<file path="src/rtl/rst_seq_pkg.sv">
// Shared types and sizing helpers for the reset sequencer.
package rst_seq_pkg;

  typedef enum logic [2:0] {
    StHold,
    StRelease,
    StRun,
    StSwrst,
    StAck
  } state_e;

  function automatic int unsigned max(input int unsigned a, input int unsigned b);
    return (a > b) ? a : b;
  endfunction

endpackage

</file>
<file path="src/rtl/rst_sequencer_if.sv">
// Software-reset handshake and sequenced reset outputs of one clock domain.
interface rst_sequencer_if #(
  parameter int unsigned NUM_OUT = 4
);
  logic               sw_rst_req;
  logic               sw_rst_ack;
  logic               rst_sync;
  logic [NUM_OUT-1:0] rst_out;
  logic               ready;

  modport master (
    input  sw_rst_req,
    output sw_rst_ack,
    output rst_sync,
    output rst_out,
    output ready
  );

  modport slave (
    output sw_rst_req,
    input  sw_rst_ack,
    input  rst_sync,
    input  rst_out,
    input  ready
  );
endinterface

</file>
<file path="src/rtl/rst_sync_cell.sv">
// Reset synchronizer: asynchronous assertion, deassertion after STAGES clock edges.
module rst_sync_cell #(
  parameter int unsigned STAGES = 2
) (
  input  logic clk,
  input  logic rst,
  output logic rst_sync_o
);

  logic [STAGES-1:0] sync_q;

  always_ff @(posedge clk or posedge rst) begin
    if (rst) begin
      sync_q <= '1;
    end else begin
      sync_q <= {sync_q[STAGES-2:0], 1'b0};
    end
  end

  assign rst_sync_o = sync_q[STAGES-1];

endmodule

</file>
<file path="src/rtl/rst_sequencer.sv">
// Reset sequencer: synchronized release, hold stretch, staggered per-output release and
// a four-phase software reset handshake.
module rst_sequencer
  import rst_seq_pkg::*;
#(
  parameter int unsigned SYNC_STAGES = 2,
  parameter int unsigned NUM_OUT     = 4,
  parameter int unsigned HOLD_CYCLES = 16,
  parameter int unsigned STEP_CYCLES = 4
) (
  input logic             clk,
  input logic             rst,
  rst_sequencer_if.master bus
);

  localparam int unsigned CntW = max($clog2(max(HOLD_CYCLES, STEP_CYCLES)), 1);
  localparam int unsigned IdxW = max($clog2(NUM_OUT), 1);

  localparam logic [CntW-1:0] HoldLast = CntW'(HOLD_CYCLES - 1);
  localparam logic [CntW-1:0] StepLast = CntW'(STEP_CYCLES - 1);
  localparam logic [IdxW-1:0] IdxLast  = IdxW'(NUM_OUT - 1);

  state_e             state_q, state_d;
  logic [CntW-1:0]    cnt_q, cnt_d;
  logic [IdxW-1:0]    idx_q, idx_d;
  logic [NUM_OUT-1:0] rst_out_q, rst_out_d;
  logic               ready_q, ready_d;
  logic               ack_q, ack_d;
  logic               rst_sync_w;

  rst_sync_cell #(
    .STAGES(SYNC_STAGES)
  ) u_sync (
    .clk       (clk),
    .rst       (rst),
    .rst_sync_o(rst_sync_w)
  );

  always_ff @(posedge clk or posedge rst) begin
    if (rst) begin
      state_q   <= StHold;
      cnt_q     <= '0;
      idx_q     <= '0;
      rst_out_q <= '1;
      ready_q   <= 1'b0;
      ack_q     <= 1'b0;
    end else begin
      state_q   <= state_d;
      cnt_q     <= cnt_d;
      idx_q     <= idx_d;
      rst_out_q <= rst_out_d;
      ready_q   <= ready_d;
      ack_q     <= ack_d;
    end
  end

  always_comb begin
    state_d   = state_q;
    cnt_d     = cnt_q;
    idx_d     = idx_q;
    rst_out_d = rst_out_q;
    ready_d   = ready_q;
    ack_d     = ack_q;
    unique case (state_q)
      StHold: begin
        // The stretch only starts counting once the synchronized reset has dropped.
        if (rst_sync_w) begin
          cnt_d = '0;
        end else if (cnt_q == HoldLast) begin
          cnt_d        = '0;
          rst_out_d[0] = 1'b0;
          idx_d        = IdxW'(1);
          if (NUM_OUT == 1) begin
            state_d = StRun;
            ready_d = 1'b1;
          end else begin
            state_d = StRelease;
          end
        end else begin
          cnt_d = cnt_q + CntW'(1);
        end
      end
      StRelease: begin
        if (cnt_q == StepLast) begin
          cnt_d     = '0;
          rst_out_d = rst_out_q & ~(NUM_OUT'(1) << idx_q);
          idx_d     = idx_q + IdxW'(1);
          if (idx_q == IdxLast) begin
            state_d = StRun;
            ready_d = 1'b1;
          end
        end else begin
          cnt_d = cnt_q + CntW'(1);
        end
      end
      StRun: begin
        if (bus.sw_rst_req) begin
          state_d   = StSwrst;
          rst_out_d = '1;
          ready_d   = 1'b0;
          cnt_d     = '0;
        end
      end
      StSwrst: begin
        if (cnt_q == HoldLast) begin
          state_d = StAck;
          ack_d   = 1'b1;
          cnt_d   = '0;
        end else begin
          cnt_d = cnt_q + CntW'(1);
        end
      end
      StAck: begin
        if (!bus.sw_rst_req) begin
          state_d = StHold;
          ack_d   = 1'b0;
          cnt_d   = '0;
          idx_d   = '0;
        end
      end
      default: begin
        state_d = StHold;
      end
    endcase
  end

  always_comb begin
    bus.rst_sync   = rst_sync_w;
    bus.rst_out    = rst_out_q;
    bus.ready      = ready_q;
    bus.sw_rst_ack = ack_q;
  end

endmodule

</file>
<file path="src/flat_wrapper.sv">
// flat-port wrapper written by rule: the top's interface ports become plain ports
module rst_sequencer_flat import rst_seq_pkg::*;
#(
  parameter int unsigned SYNC_STAGES = 2,
  parameter int unsigned NUM_OUT     = 4,
  parameter int unsigned HOLD_CYCLES = 16,
  parameter int unsigned STEP_CYCLES = 4
)
  (clk, rst, bus_sw_rst_req, bus_sw_rst_ack, bus_rst_sync, bus_rst_out, bus_ready);
  rst_sequencer_if #(.NUM_OUT(NUM_OUT)) bus_i ();
  input logic clk;
  input logic rst;
  input wire logic [$bits(bus_i.sw_rst_req)-1:0] bus_sw_rst_req;
  output wire logic [$bits(bus_i.sw_rst_ack)-1:0] bus_sw_rst_ack;
  output wire logic [$bits(bus_i.rst_sync)-1:0] bus_rst_sync;
  output wire logic [$bits(bus_i.rst_out)-1:0] bus_rst_out;
  output wire logic [$bits(bus_i.ready)-1:0] bus_ready;
  assign bus_i.sw_rst_req = bus_sw_rst_req;
  assign bus_sw_rst_ack = bus_i.sw_rst_ack;
  assign bus_rst_sync = bus_i.rst_sync;
  assign bus_rst_out = bus_i.rst_out;
  assign bus_ready = bus_i.ready;
  rst_sequencer #(.SYNC_STAGES(SYNC_STAGES), .NUM_OUT(NUM_OUT), .HOLD_CYCLES(HOLD_CYCLES), .STEP_CYCLES(STEP_CYCLES)) u_core (.clk(clk), .rst(rst), .bus(bus_i));
endmodule
</file>
<file path="config.mk">
export PLATFORM = sky130hd
export DESIGN_NAME = rst_sequencer_flat
export DESIGN_NICKNAME = d
export VERILOG_FILES = /design/src/rtl/rst_seq_pkg.sv /design/src/rtl/rst_sequencer_if.sv /design/src/rtl/rst_sync_cell.sv /design/src/rtl/rst_sequencer.sv /design/src/flat_wrapper.sv
export SDC_FILE = /design/constraint.sdc
export NUM_CORES = 1
export LEC_CHECK = 0
export ABC_AREA = 0
export ABC_CLOCK_PERIOD_IN_PS = 2000
export BUFFER_PORTS_ARGS = -buffer_cell sky130_fd_sc_hd__buf_2
export CORE_MARGIN = 2
export CORE_UTILIZATION = 45
export CTS_CLUSTER_SIZE = 16
export DETAILED_ROUTE_END_ITERATION = 10
export GPL_ROUTABILITY_DRIVEN = 1
export PLACE_DENSITY_LB_ADDON = 0.08
export SLEW_MARGIN = 20
export SYNTH_ARGS = -nofsm -noshare
export SYNTH_HDL_FRONTEND = slang
export SYNTH_SLANG_ARGS = --single-unit
</file>
<file path="constraint.sdc">
create_clock -name clk -period 2 [get_ports clk]
set_input_delay 0.2 -clock clk [delete_from_list [all_inputs] [get_ports clk]]
set_output_delay 0.2 -clock clk [all_outputs]
set_load 0.05 [all_outputs]
</file>
==> results.py <==
metrics = {
    "critical_path": {
        "critPathLaunchType": "flip-flop",
        "critPathCaptureType": "flip-flop",
        "cpPeakStageDelay_ps": 560,
        "reg2reg_depth": 5,
        "required_ps": 2220,
        "crit_chain": "nor2_2, mux2i_4, nand2_1, xor2_1, a31oi_1",
        "critPathArrivalTime_ps": 1880,
        "critPathKind": "reg2reg",
        "crit_slowest_cell": "dfrtp_1",
        "regToRegSetupSlack_ps": 340,
        "cp_max_fo": 17,
    },
    "place": {
        "preCtsSetupSlack_ps": 342.6,
        "gp_congestion": 0.8000,
        "port_buffers": 9,
        "hpwl_um": 1349,
    },
    "sta": {
        "worst_pin_slew_ps": 653.2,
        "rsz0062_at_grt": "no",
        "setup_viol": 0,
        "clock_skew_ps": 2.512,
        "setup_ws_ps": 344.5,
        "max_freq_mhz": 604.1,
        "fin_hold_ws_ps": 218.7,
        "report.final.slew_viol_count": 0,
        "final.min_clock_period_ps": 1655,
        "fin_tns_setup_ps": 0,
        "fin_crit_sh_pct": 82.77,
        "slew_headroom_pct": 56.40,
        "hold_viol": 0,
    },
    "power": {
        "p_leak_nw": 0.4851,
        "p_per_area_nw_per_um2": 528.2,
        "peakVddDrop_v": 0.0004664,
    },
    "synthesis": {
        "synthesis.nets": 114,
        "yosysTopAreaCellShare_pct": 27.43,
        "yosysWarnings": 0,
        "synthArstFlopShare_pct": 100.0,
        "synth_edf_count": 0,
        "avgSynthCellArea_sq_um": 9.467,
        "yosys.area.top_type": "dfrtp_1",
        "ys.flop_type": "dfrtp_1",
        "yosysUniqueCellTypes": 40,
        "syn_area_sq_um": 1003,
        "synth_seq_area_share_pct": 43.14,
        "netlist_top_cells_count": "11 x dfrtp_1, 11 x nand2_1, 8 x nor2_1",
        "ys_ff_latch": 17,
        "synth_area_leaders": "dfrtp_1 27%, dfstp_2 16%, ha_1 6.2%",
        "synth_cells": 106,
    },
    "detailed_routing": {
        "viasPerCell": 5.199,
        "drt-initial-drc-count": 20,
        "drc": 0,
        "routedWlPerCell_um": 12.73,
        "vias": 759,
        "finalWirelength_um": 1858,
        "ant_nets": 0,
        "dr.pass1.iters": 4,
    },
    "global_route": {
        "grt_pass1_vias": 759,
        "track_usage_pct": 17.59,
        "antenna_found_initial": 0,
        "grt_pass1_wl_um": 3387,
        "grt_max_degree": 18,
        "grt_overflow": 0,
    },
    "hold_path": {
        "min_path_type": "in2reg",
        "hold_depth": 3,
    },
    "layout": {
        "nNetsFinal": 127,
        "insertedDiodeCount": 0,
        "fillers": 224,
        "syn_to_final_growth_pct": 11.22,
        "drive_gt1_share_pct": 22.88,
    },
    "cts": {
        "worst_skew_pair.late_latency_ps": 290,
        "cts-root-buf": "clkbuf_4",
        "cts_tree": "done",
        "clkTransAtPathRegs_ps": 100,
        "cts_made_buffers": 3,
        "cts_resized": 0,
        "post_cts_buffers": 0,
        "cts_sinks": 17,
        "clock_path_buffers": 2,
        "htree_levels": 1,
    },
    "floorplan": {
        "die_area_sq_um": 2623,
        "rows": 17,
        "core_area_sq_um": 2170,
        "start_util_pct": 46.25,
        "io_pins": 10,
        "die_x_um": 51.22,
        "die_height_um": 51.22,
    },
    "run_status": {
        "status": "complete, no violations",
    },
    "run": {
        "max_cap_viol_count": 0,
    },
}
-- state kept, by name, indices dropped and copies added (netlist names) --
name                   cells
u_core.state_q             3
u_core.bus.ready           1
u_core.u_sync.sync_q       2
u_core.idx_q               2
u_core.bus.sw_rst_ack      1
u_core.cnt_q               4
u_core.bus.rst_out         4
-- cell families (layout without fill, tap and decap cells) --
group	count (synthesis)	in the layout	synth area share (%)
and+or+nand+nor	38	38	19.58
AOI/OAI and AO/OA	31	31	21.95
DFF	17	17	43.14
buffers and inverters	11	23	4.614
adders and majority gates	5	5	6.234
muxes	2	2	3.242
other	1	1	0.3737
xor gates and xnor gates	1	1	0.8730
-- through the flow --
stage          cells  util (%)  instance area, sq um  total power, mW
5_1_grt          146     51.44                  1116           0.6217
2_1_floorplan    106         -                  1003           0.3959
6_report         146     51.44                  1116           0.5895
4_1_cts          146     51.44                  1116           0.6029
3_5_place_dp     141     49.71                  1079           0.4081
3_3_place_gp     141     49.71                  1079           0.4068
-- cell usage in the layout (no fill, tap or decap), types with 2 or more instances in the layout --
master,count
dfrtp_1,11
dfstp_2,6
nor2_1,8
and2b_1,2
o211ai_1,2
buf_2,9
ha_1,5
inv_1,7
nor2b_1,2
a31oi_1,2
nand2b_1,3
o21a_1,2
nand2_1,11
o21ai_0,7
a21oi_1,5
a32oi_1,2
o32ai_1,2
buf_4,2
o22a_1,3
nand3_1,3
clkbuf_4,3
-- worst max-delay path, delay by kind of cell, from the launching register on --
kind,cells,cell delay [ps]
flops,1,560
simple gates,2,390
mux,1,350
xor+xnor,1,140
compound gates,1,140
-- metal layers --
layer	vias up	track usage [%]	part of all wire (%)
li1	397	-	-
met1	350	24.76	52
met2	10	25.97	43
met3	2	6.433	3.8
met4	0	3.947	0.70
met5	-	0	0
-- area by class of cell --
type | count | area (sq um) | share of cell area, %
well taps | 28 | 35.03 | 3.139
clock buffers | 3 | 22.52 | 2.018
repair buffers | 12 | 70.07 | 6.278
clock inverters | 1 | 5.005 | 0.4484
flip-flops and latches | 17 | 432.9 | 38.79
inverters | 7 | 26.28 | 2.354
multi-input cells | 78 | 524.3 | 46.97
-- final timing paths --
kind | start | endpoint
max | u_core.state_q[0] | u_core.cnt_q[2]
min | bus_sw_rst_req | u_core.bus.sw_rst_ack
max reg2reg | u_core.state_q[0] | u_core.cnt_q[2]
min reg2reg | u_core.u_sync.sync_q[0] | u_core.u_sync.sync_q[1]
max in group asynchronous | rst | u_core.bus.ready
min in group asynchronous | rst | u_core.cnt_q[0]
-- where the power goes --
group | internal, mW | leakage [nW] | switching [mW]
registers | 0.353 | 0.198 | 0.00811
logic | 0.0160 | 0.270 | 0.0256
clock network | 0.0745 | 0.0177 | 0.112
-- timing repair --
action	in CTS	in global routing
endpoints found under the hold margin	11	0
hold buffers	1	0
endpoints found under the setup margin	0	0
Note: power is estimated with default switching activity, not from simulation.
